==> src/rtl/vga_sync_driver_pkg.sv <==
// Shared timing constants and colour-bar palette
// for the 640x480@60Hz VGA sync driver.
package vga_sync_driver_pkg;

  localparam int CNT_W = 10;

  localparam int H_ACTIVE = 640;
  localparam int H_FP     = 16;
  localparam int H_SYNC   = 96;
  localparam int H_BP     = 48;
  localparam int H_TOTAL  = H_ACTIVE + H_FP + H_SYNC + H_BP;
  localparam int H_SYNC_START = H_ACTIVE + H_FP;
  localparam int H_SYNC_END   = H_SYNC_START + H_SYNC - 1;

  localparam int V_ACTIVE = 480;
  localparam int V_FP     = 10;
  localparam int V_SYNC   = 2;
  localparam int V_BP     = 33;
  localparam int V_TOTAL  = V_ACTIVE + V_FP + V_SYNC + V_BP;
  localparam int V_SYNC_START = V_ACTIVE + V_FP;
  localparam int V_SYNC_END   = V_SYNC_START + V_SYNC - 1;

  localparam logic SYNC_POL = 1'b0;
  localparam int   BAR_W    = 80;

  typedef logic [5:0] rgb_t;

  localparam rgb_t C_WHITE   = 6'b111111;
  localparam rgb_t C_YELLOW  = 6'b111100;
  localparam rgb_t C_CYAN    = 6'b001111;
  localparam rgb_t C_GREEN   = 6'b001100;
  localparam rgb_t C_MAGENTA = 6'b110011;
  localparam rgb_t C_RED     = 6'b110000;
  localparam rgb_t C_BLUE    = 6'b000011;
  localparam rgb_t C_BLACK   = 6'b000000;

  function automatic rgb_t bar_colour(
    input logic [2:0] bar
  );
    rgb_t c;
    unique case (bar)
      3'd0: c = C_WHITE;
      3'd1: c = C_YELLOW;
      3'd2: c = C_CYAN;
      3'd3: c = C_GREEN;
      3'd4: c = C_MAGENTA;
      3'd5: c = C_RED;
      3'd6: c = C_BLUE;
      default: c = C_BLACK;
    endcase
    return c;
  endfunction

endpackage

==> src/rtl/vga_sync_driver_if.sv <==
// VGA output bundle: pixel clock, counters,
// syncs and colour towards the board DAC.
interface vga_sync_driver_if;
  import vga_sync_driver_pkg::*;

  logic             pixel_clk;
  logic [CNT_W-1:0] cnt_h;
  logic [CNT_W-1:0] cnt_v;
  logic             vga_sync_h;
  logic             vga_sync_v;
  rgb_t             vga_rgb;

  modport master (
    output pixel_clk,
    output cnt_h,
    output cnt_v,
    output vga_sync_h,
    output vga_sync_v,
    output vga_rgb
  );

  modport slave (
    input pixel_clk,
    input cnt_h,
    input cnt_v,
    input vga_sync_h,
    input vga_sync_v,
    input vga_rgb
  );
endinterface

==> src/rtl/vga_pattern_gen.sv <==
// Colour-bar test pattern: eight equal bars over
// the active area, black during blanking.
module vga_pattern_gen #(
  parameter int H_ACTIVE = vga_sync_driver_pkg::H_ACTIVE,
  parameter int V_ACTIVE = vga_sync_driver_pkg::V_ACTIVE,
  parameter int BAR_W    = vga_sync_driver_pkg::BAR_W
) (
  input  logic [vga_sync_driver_pkg::CNT_W-1:0] cnt_h,
  input  logic [vga_sync_driver_pkg::CNT_W-1:0] cnt_v,
  output vga_sync_driver_pkg::rgb_t             vga_rgb
);

  logic [2:0] bar;
  logic       active;

  // Threshold chain instead of a divider by BAR_W.
  always_comb begin
    bar = '0;
    for (int k = 1; k < 8; k++) begin
      if (int'(cnt_h) >= k * BAR_W) begin
        bar = 3'(k);
      end
    end
  end

  assign active = (int'(cnt_h) < H_ACTIVE)
               && (int'(cnt_v) < V_ACTIVE);

  assign vga_rgb = active
    ? vga_sync_driver_pkg::bar_colour(bar)
    : '0;

endmodule

==> src/rtl/vga_sync_driver.sv <==
// VGA timing generator: clk/2 pixel enable,
// h/v counters, sync decode and test pattern.
module vga_sync_driver #(
  parameter int   H_ACTIVE = vga_sync_driver_pkg::H_ACTIVE,
  parameter int   H_FP     = vga_sync_driver_pkg::H_FP,
  parameter int   H_SYNC   = vga_sync_driver_pkg::H_SYNC,
  parameter int   H_BP     = vga_sync_driver_pkg::H_BP,
  parameter int   V_ACTIVE = vga_sync_driver_pkg::V_ACTIVE,
  parameter int   V_FP     = vga_sync_driver_pkg::V_FP,
  parameter int   V_SYNC   = vga_sync_driver_pkg::V_SYNC,
  parameter int   V_BP     = vga_sync_driver_pkg::V_BP,
  parameter logic SYNC_POL = vga_sync_driver_pkg::SYNC_POL,
  parameter int   BAR_W    = vga_sync_driver_pkg::BAR_W
) (
  input  logic              clk,
  input  logic              rst,
  vga_sync_driver_if.master vga
);

  localparam int CW = vga_sync_driver_pkg::CNT_W;
  localparam int HT = H_ACTIVE + H_FP + H_SYNC + H_BP;
  localparam int VT = V_ACTIVE + V_FP + V_SYNC + V_BP;
  localparam int HS0 = H_ACTIVE + H_FP;
  localparam int HS1 = HS0 + H_SYNC - 1;
  localparam int VS0 = V_ACTIVE + V_FP;
  localparam int VS1 = VS0 + V_SYNC - 1;

  logic          pixel_clk_q;
  logic [CW-1:0] cnt_h_q;
  logic [CW-1:0] cnt_v_q;
  logic          pix_en;
  logic          h_wrap;
  logic          v_wrap;
  logic          in_hs;
  logic          in_vs;

  assign pix_en = pixel_clk_q;

  // >= so a corrupted count still falls back to 0.
  assign h_wrap = int'(cnt_h_q) >= HT - 1;
  assign v_wrap = int'(cnt_v_q) >= VT - 1;

  always_ff @(posedge clk) begin
    if (rst) begin
      pixel_clk_q <= 1'b0;
      cnt_h_q     <= '0;
      cnt_v_q     <= '0;
    end else begin
      pixel_clk_q <= ~pixel_clk_q;
      if (pix_en) begin
        if (h_wrap) begin
          cnt_h_q <= '0;
          cnt_v_q <= v_wrap ? '0 : cnt_v_q + CW'(1);
        end else begin
          cnt_h_q <= cnt_h_q + CW'(1);
        end
      end
    end
  end

  assign in_hs = (int'(cnt_h_q) >= HS0)
              && (int'(cnt_h_q) <= HS1);
  assign in_vs = (int'(cnt_v_q) >= VS0)
              && (int'(cnt_v_q) <= VS1);

  assign vga.pixel_clk  = pixel_clk_q;
  assign vga.cnt_h      = cnt_h_q;
  assign vga.cnt_v      = cnt_v_q;
  assign vga.vga_sync_h = in_hs ? SYNC_POL : ~SYNC_POL;
  assign vga.vga_sync_v = in_vs ? SYNC_POL : ~SYNC_POL;

  vga_pattern_gen #(
    .H_ACTIVE (H_ACTIVE),
    .V_ACTIVE (V_ACTIVE),
    .BAR_W    (BAR_W)
  ) u_pattern (
    .cnt_h   (cnt_h_q),
    .cnt_v   (cnt_v_q),
    .vga_rgb (vga.vga_rgb)
  );

endmodule

==> src/flat_wrapper.sv <==
// flat-port wrapper written by rule: the top's interface ports become plain ports
module vga_sync_driver_flat 
#(
  parameter int   H_ACTIVE = vga_sync_driver_pkg::H_ACTIVE,
  parameter int   H_FP     = vga_sync_driver_pkg::H_FP,
  parameter int   H_SYNC   = vga_sync_driver_pkg::H_SYNC,
  parameter int   H_BP     = vga_sync_driver_pkg::H_BP,
  parameter int   V_ACTIVE = vga_sync_driver_pkg::V_ACTIVE,
  parameter int   V_FP     = vga_sync_driver_pkg::V_FP,
  parameter int   V_SYNC   = vga_sync_driver_pkg::V_SYNC,
  parameter int   V_BP     = vga_sync_driver_pkg::V_BP,
  parameter logic SYNC_POL = vga_sync_driver_pkg::SYNC_POL,
  parameter int   BAR_W    = vga_sync_driver_pkg::BAR_W
)
  (clk, rst, vga_pixel_clk, vga_cnt_h, vga_cnt_v, vga_vga_sync_h, vga_vga_sync_v, vga_vga_rgb);
  vga_sync_driver_if vga_i ();
  input  logic clk;
  input  logic rst;
  output wire logic [$bits(vga_i.pixel_clk)-1:0] vga_pixel_clk;
  output wire logic [$bits(vga_i.cnt_h)-1:0] vga_cnt_h;
  output wire logic [$bits(vga_i.cnt_v)-1:0] vga_cnt_v;
  output wire logic [$bits(vga_i.vga_sync_h)-1:0] vga_vga_sync_h;
  output wire logic [$bits(vga_i.vga_sync_v)-1:0] vga_vga_sync_v;
  output wire logic [$bits(vga_i.vga_rgb)-1:0] vga_vga_rgb;
  assign vga_pixel_clk = vga_i.pixel_clk;
  assign vga_cnt_h = vga_i.cnt_h;
  assign vga_cnt_v = vga_i.cnt_v;
  assign vga_vga_sync_h = vga_i.vga_sync_h;
  assign vga_vga_sync_v = vga_i.vga_sync_v;
  assign vga_vga_rgb = vga_i.vga_rgb;
  vga_sync_driver #(.H_ACTIVE(H_ACTIVE), .H_FP(H_FP), .H_SYNC(H_SYNC), .H_BP(H_BP), .V_ACTIVE(V_ACTIVE), .V_FP(V_FP), .V_SYNC(V_SYNC), .V_BP(V_BP), .SYNC_POL(SYNC_POL), .BAR_W(BAR_W)) u_core (.clk(clk), .rst(rst), .vga(vga_i));
endmodule
==> config.mk <==
export PLATFORM = sky130hd
export DESIGN_NAME = vga_sync_driver_flat
export DESIGN_NICKNAME = d
export VERILOG_FILES = /design/src/rtl/vga_sync_driver_pkg.sv /design/src/rtl/vga_sync_driver_if.sv /design/src/rtl/vga_pattern_gen.sv /design/src/rtl/vga_sync_driver.sv /design/src/flat_wrapper.sv
export SDC_FILE = /design/constraint.sdc
export NUM_CORES = 1
export LEC_CHECK = 0
export ABC_CLOCK_PERIOD_IN_PS = 1620
export BUFFER_PORTS_ARGS = -buffer_cell sky130_fd_sc_hd__clkbuf_2
export CORE_ASPECT_RATIO = 1.75
export CORE_UTILIZATION = 52
export DETAILED_ROUTE_END_ITERATION = 10
export PLACE_DENSITY = 0.77
export SKIP_CTS_REPAIR_TIMING = 1
export SLEW_MARGIN = 20
export SYNTH_ARGS = -nofsm -noshare
export SYNTH_HDL_FRONTEND = slang
export SYNTH_SLANG_ARGS = --single-unit
==> constraint.sdc <==
create_clock -name clk -period 1.62 [get_ports clk]
set_input_delay 0 -clock clk [delete_from_list [all_inputs] [get_ports clk]]
set_output_delay 0 -clock clk [all_outputs]
set_load 0.1 [all_outputs]
==> flow_summary.json <==
{
  "fmax_ghz": 0.567,
  "grt_pass1_wl_mm": 4.95,
  "drc": 0,
  "startpoint": "u_core.vga.cnt_h[1]",
  "yosys_most_used_dff": "dfxtp_1",
  "antenna_found_initial": 0,
  "status": "complete, but fails checks",
  "crit_required_ns": 1.62,
  "arrival_ns": 1.76,
  "synth_top_area_share_pct": 32.2,
  "p_leak_nw": 0.712,
  "tritoncts": "done",
  "critPathBufInv": 2,
  "max_slew_margin_pct": 62.7,
  "syn_area_per_cell_um2": 8.30,
  "die_h_um": 68.2,
  "clock_path_buffers": 2,
  "place.gp.congestion": 0.754,
  "synth_enable_flop_cells": 0,
  "worst-slew-pin-transition_ns": 0.562,
  "n_fill_cell": 158,
  "multi_input_area_um2": 938,
  "drive_gt1_share_pct": 50.8,
  "synthesis.area_um2": 1300,
  "grtUsageTotal_pct": 26.1,
  "fp-row-count": 23,
  "ys_types": 41,
  "die_area_um2": 2720,
  "route.vias.total": 1308,
  "crit_family": "simple AND/OR/NAND/NOR gates",
  "fin_util_pct": 81.3,
  "gr-usage-met1_pct": 23.6,
  "cts-root-buf": "clkbuf_8",
  "start_util_pct": 55.9,
  "fin_skew_ns": 0.0116,
  "setup_viol_count_final": 5,
  "syn_nets": 163,
  "drt_wl_total_mm": 3.66,
  "fin_ws_ns": -0.143,
  "r2r_start": "u_core.vga.cnt_h[1]",
  "clkSinkCount": 21,
  "hpwlAfterDp_mm": 2.48,
  "io_pins": 31,
  "hold_path.class": "input port to flop",
  "cap_violations": 0,
  "port_buffers": 30,
  "max-vdd-ir-drop_mv": 0.665,
  "antennaDiodeCount": 0,
  "wl_per_cell_um": 16.7,
  "slew_viol_final": 0,
  "cp_slowest_cell": "dfxtp_4",
  "vias_per_cell": 5.95,
  "synthCells": 157,
  "drtIter0Drc": 32,
  "grt_use_met3_pct": 2.60,
  "htreeDepth": 1,
  "area_delta_synth_final_pct": 45.3,
  "period_needed_ns": 1.76,
  "grt_max_degree": 17,
  "ys_seq_area_share_pct": 32.2,
  "setup_tns_ns": -0.386,
  "grt_use_met2_pct": 50.6,
  "cp-start-kind": "flop",
  "clk_latency_ns": 0.27,
  "cp_max_fo": 4,
  "dieWidth_um": 39.9,
  "crit_type": "flop to primary output",
  "first_pass_iters": 4,
  "regArea_um2": 492,
  "ant_nets": 0,
  "synth_warnings": 0,
  "hold_start": "rst",
  "violations": "negative hold slack, negative setup slack",
  "synth_top_cell_by_area": "dfxtp_1",
  "nets": 202,
  "rsz0062_at_grt": "true",
  "grt_pass1_vias": 1189,
  "max_stage_delay_ns": 0.37,
  "hold_slack_ns": -0.00422,
  "cts_buffers": 3,
  "async_flop_share_pct": 0,
  "fin_area_um2": 1890,
  "synth_area_leaders": "dfxtp_1 (32%), xnor2_1 (6.0%), nor2_1 (5.5%)",
  "fin_crit_sh_pct": 109,
  "finalHoldViolations": 2,
  "placed_cell_area_um2": 1660,
  "clk_pin_slew_ns": 0.09,
  "crit_chain": "inv_2, ha_4, nand2b_1, nor4_2, o31ai_1, o211a_4, buf_12",
  "ys_seq_elements": 21,
  "cellPowerDensity_nw_per_um2": 553,
  "cp-end-kind": "primary output",
  "core-area_um2": 2330,
  "gr-total-overflow": 0,
  "busiest_layer": "met2",
  "power_mw": 1.05
}
==> cell type report <==
type	count	share of cell area, %
Clock buffer	3	2.18
Clock inverter	1	0.396
Inverter	8	1.72
Multi-Input combinational cell	118	49.5
Sequential cell	21	26.0
Tap cell	25	1.65
Timing Repair Buffer	44	18.6
==> where the power goes <==
part	internal (mW)	switching, mW	leakage, nW
sequential	0.504	0.0226	0.185
clock	0.174	0.185	0.0217
combinational	0.0412	0.120	0.506
==> state kept, by name, indices dropped and copies added (netlist names) <==
name                  count
u_core.vga.cnt_h         10
u_core.vga.cnt_v         10
u_core.vga.pixel_clk      1
==> cell usage in the layout (no fill, tap or decap), drive strengths merged, types with 2 or more instances in the layout <==
cell type / n
nor2: 21
o21ai: 7
xnor2: 9
inv: 8
a21oi: 8
dfxtp: 21
a211oi: 2
nand2b: 5
a2111oi: 2
a21o: 2
o2bb2ai: 2
nor4: 4
xor2: 2
nor3: 4
o31ai: 2
nand2: 12
nand3: 8
buf: 21
nor2b: 3
a31oi: 2
nand4: 5
or3: 3
and3: 2
clkbuf: 26
a311oi: 2
ha: 4
==> path summary, 6_finish.rpt <==
path,endpoint,slack (ns),cells past startpoint
setup / recovery,vga_vga_rgb[0],-0.14,7
hold / removal,u_core.vga.pixel_clk,-0.004,2
setup reg to reg,u_core.vga.cnt_v[7],-0.01,6
hold reg to reg,u_core.vga.cnt_v[4],0.51,1
==> layer usage <==
layer | up-vias | routed length, um | share of wire [%]
met5 | - | 0 | 0
met4 | 0 | 165 | 4.5
met3 | 17 | 96 | 2.6
met2 | 42 | 2020 | 55
met1 | 620 | 1390 | 38
li1 | 629 | - | -
==> metrics by stage <==
step,setup slack [ns],std cells
floorplan,-0.552,157
global placement,0.146,203
detailed placement,0.0821,203
CTS,-0.134,207
global route,-0.197,220
finish,-0.143,220
==> synthesized netlist by cell type, types with 2 or more instances <==
cell type	number
a2111oi_2	2
a21o_1	2
a21oi_1	8
a311oi_1	2
and3_1	2
buf_2	7
buf_4	3
dfxtp_1	21
ha_1	4
inv_1	8
nand2_1	12
nand2b_1	5
nand3_1	8
nand4_1	3
nor2_1	19
nor2_2	2
nor2b_1	3
nor3_1	2
nor4_1	3
o21ai_0	7
o2bb2ai_1	2
o31ai_1	2
or3_1	3
xnor2_1	9
xor2_1	2
==> cells by family (layout without fill, tap and decap cells) <==
| logic type | count (synthesis) | count (layout) | synth area share, % |
|---|---|---|---|
| flip-flops | 21 | 21 | 32.2 |
| adder cells (fa/ha/maj) | 4 | 4 | 3.84 |
| buffers and inverters | 18 | 56 | 6.72 |
| XOR/XNOR | 11 | 11 | 7.39 |
| AO/OA/AOI/OAI | 32 | 32 | 18.6 |
| multiplexers | 1 | 1 | 0.768 |
| AND/OR/NAND/NOR | 70 | 70 | 30.4 |
Power figures use the tool's default switching activity.
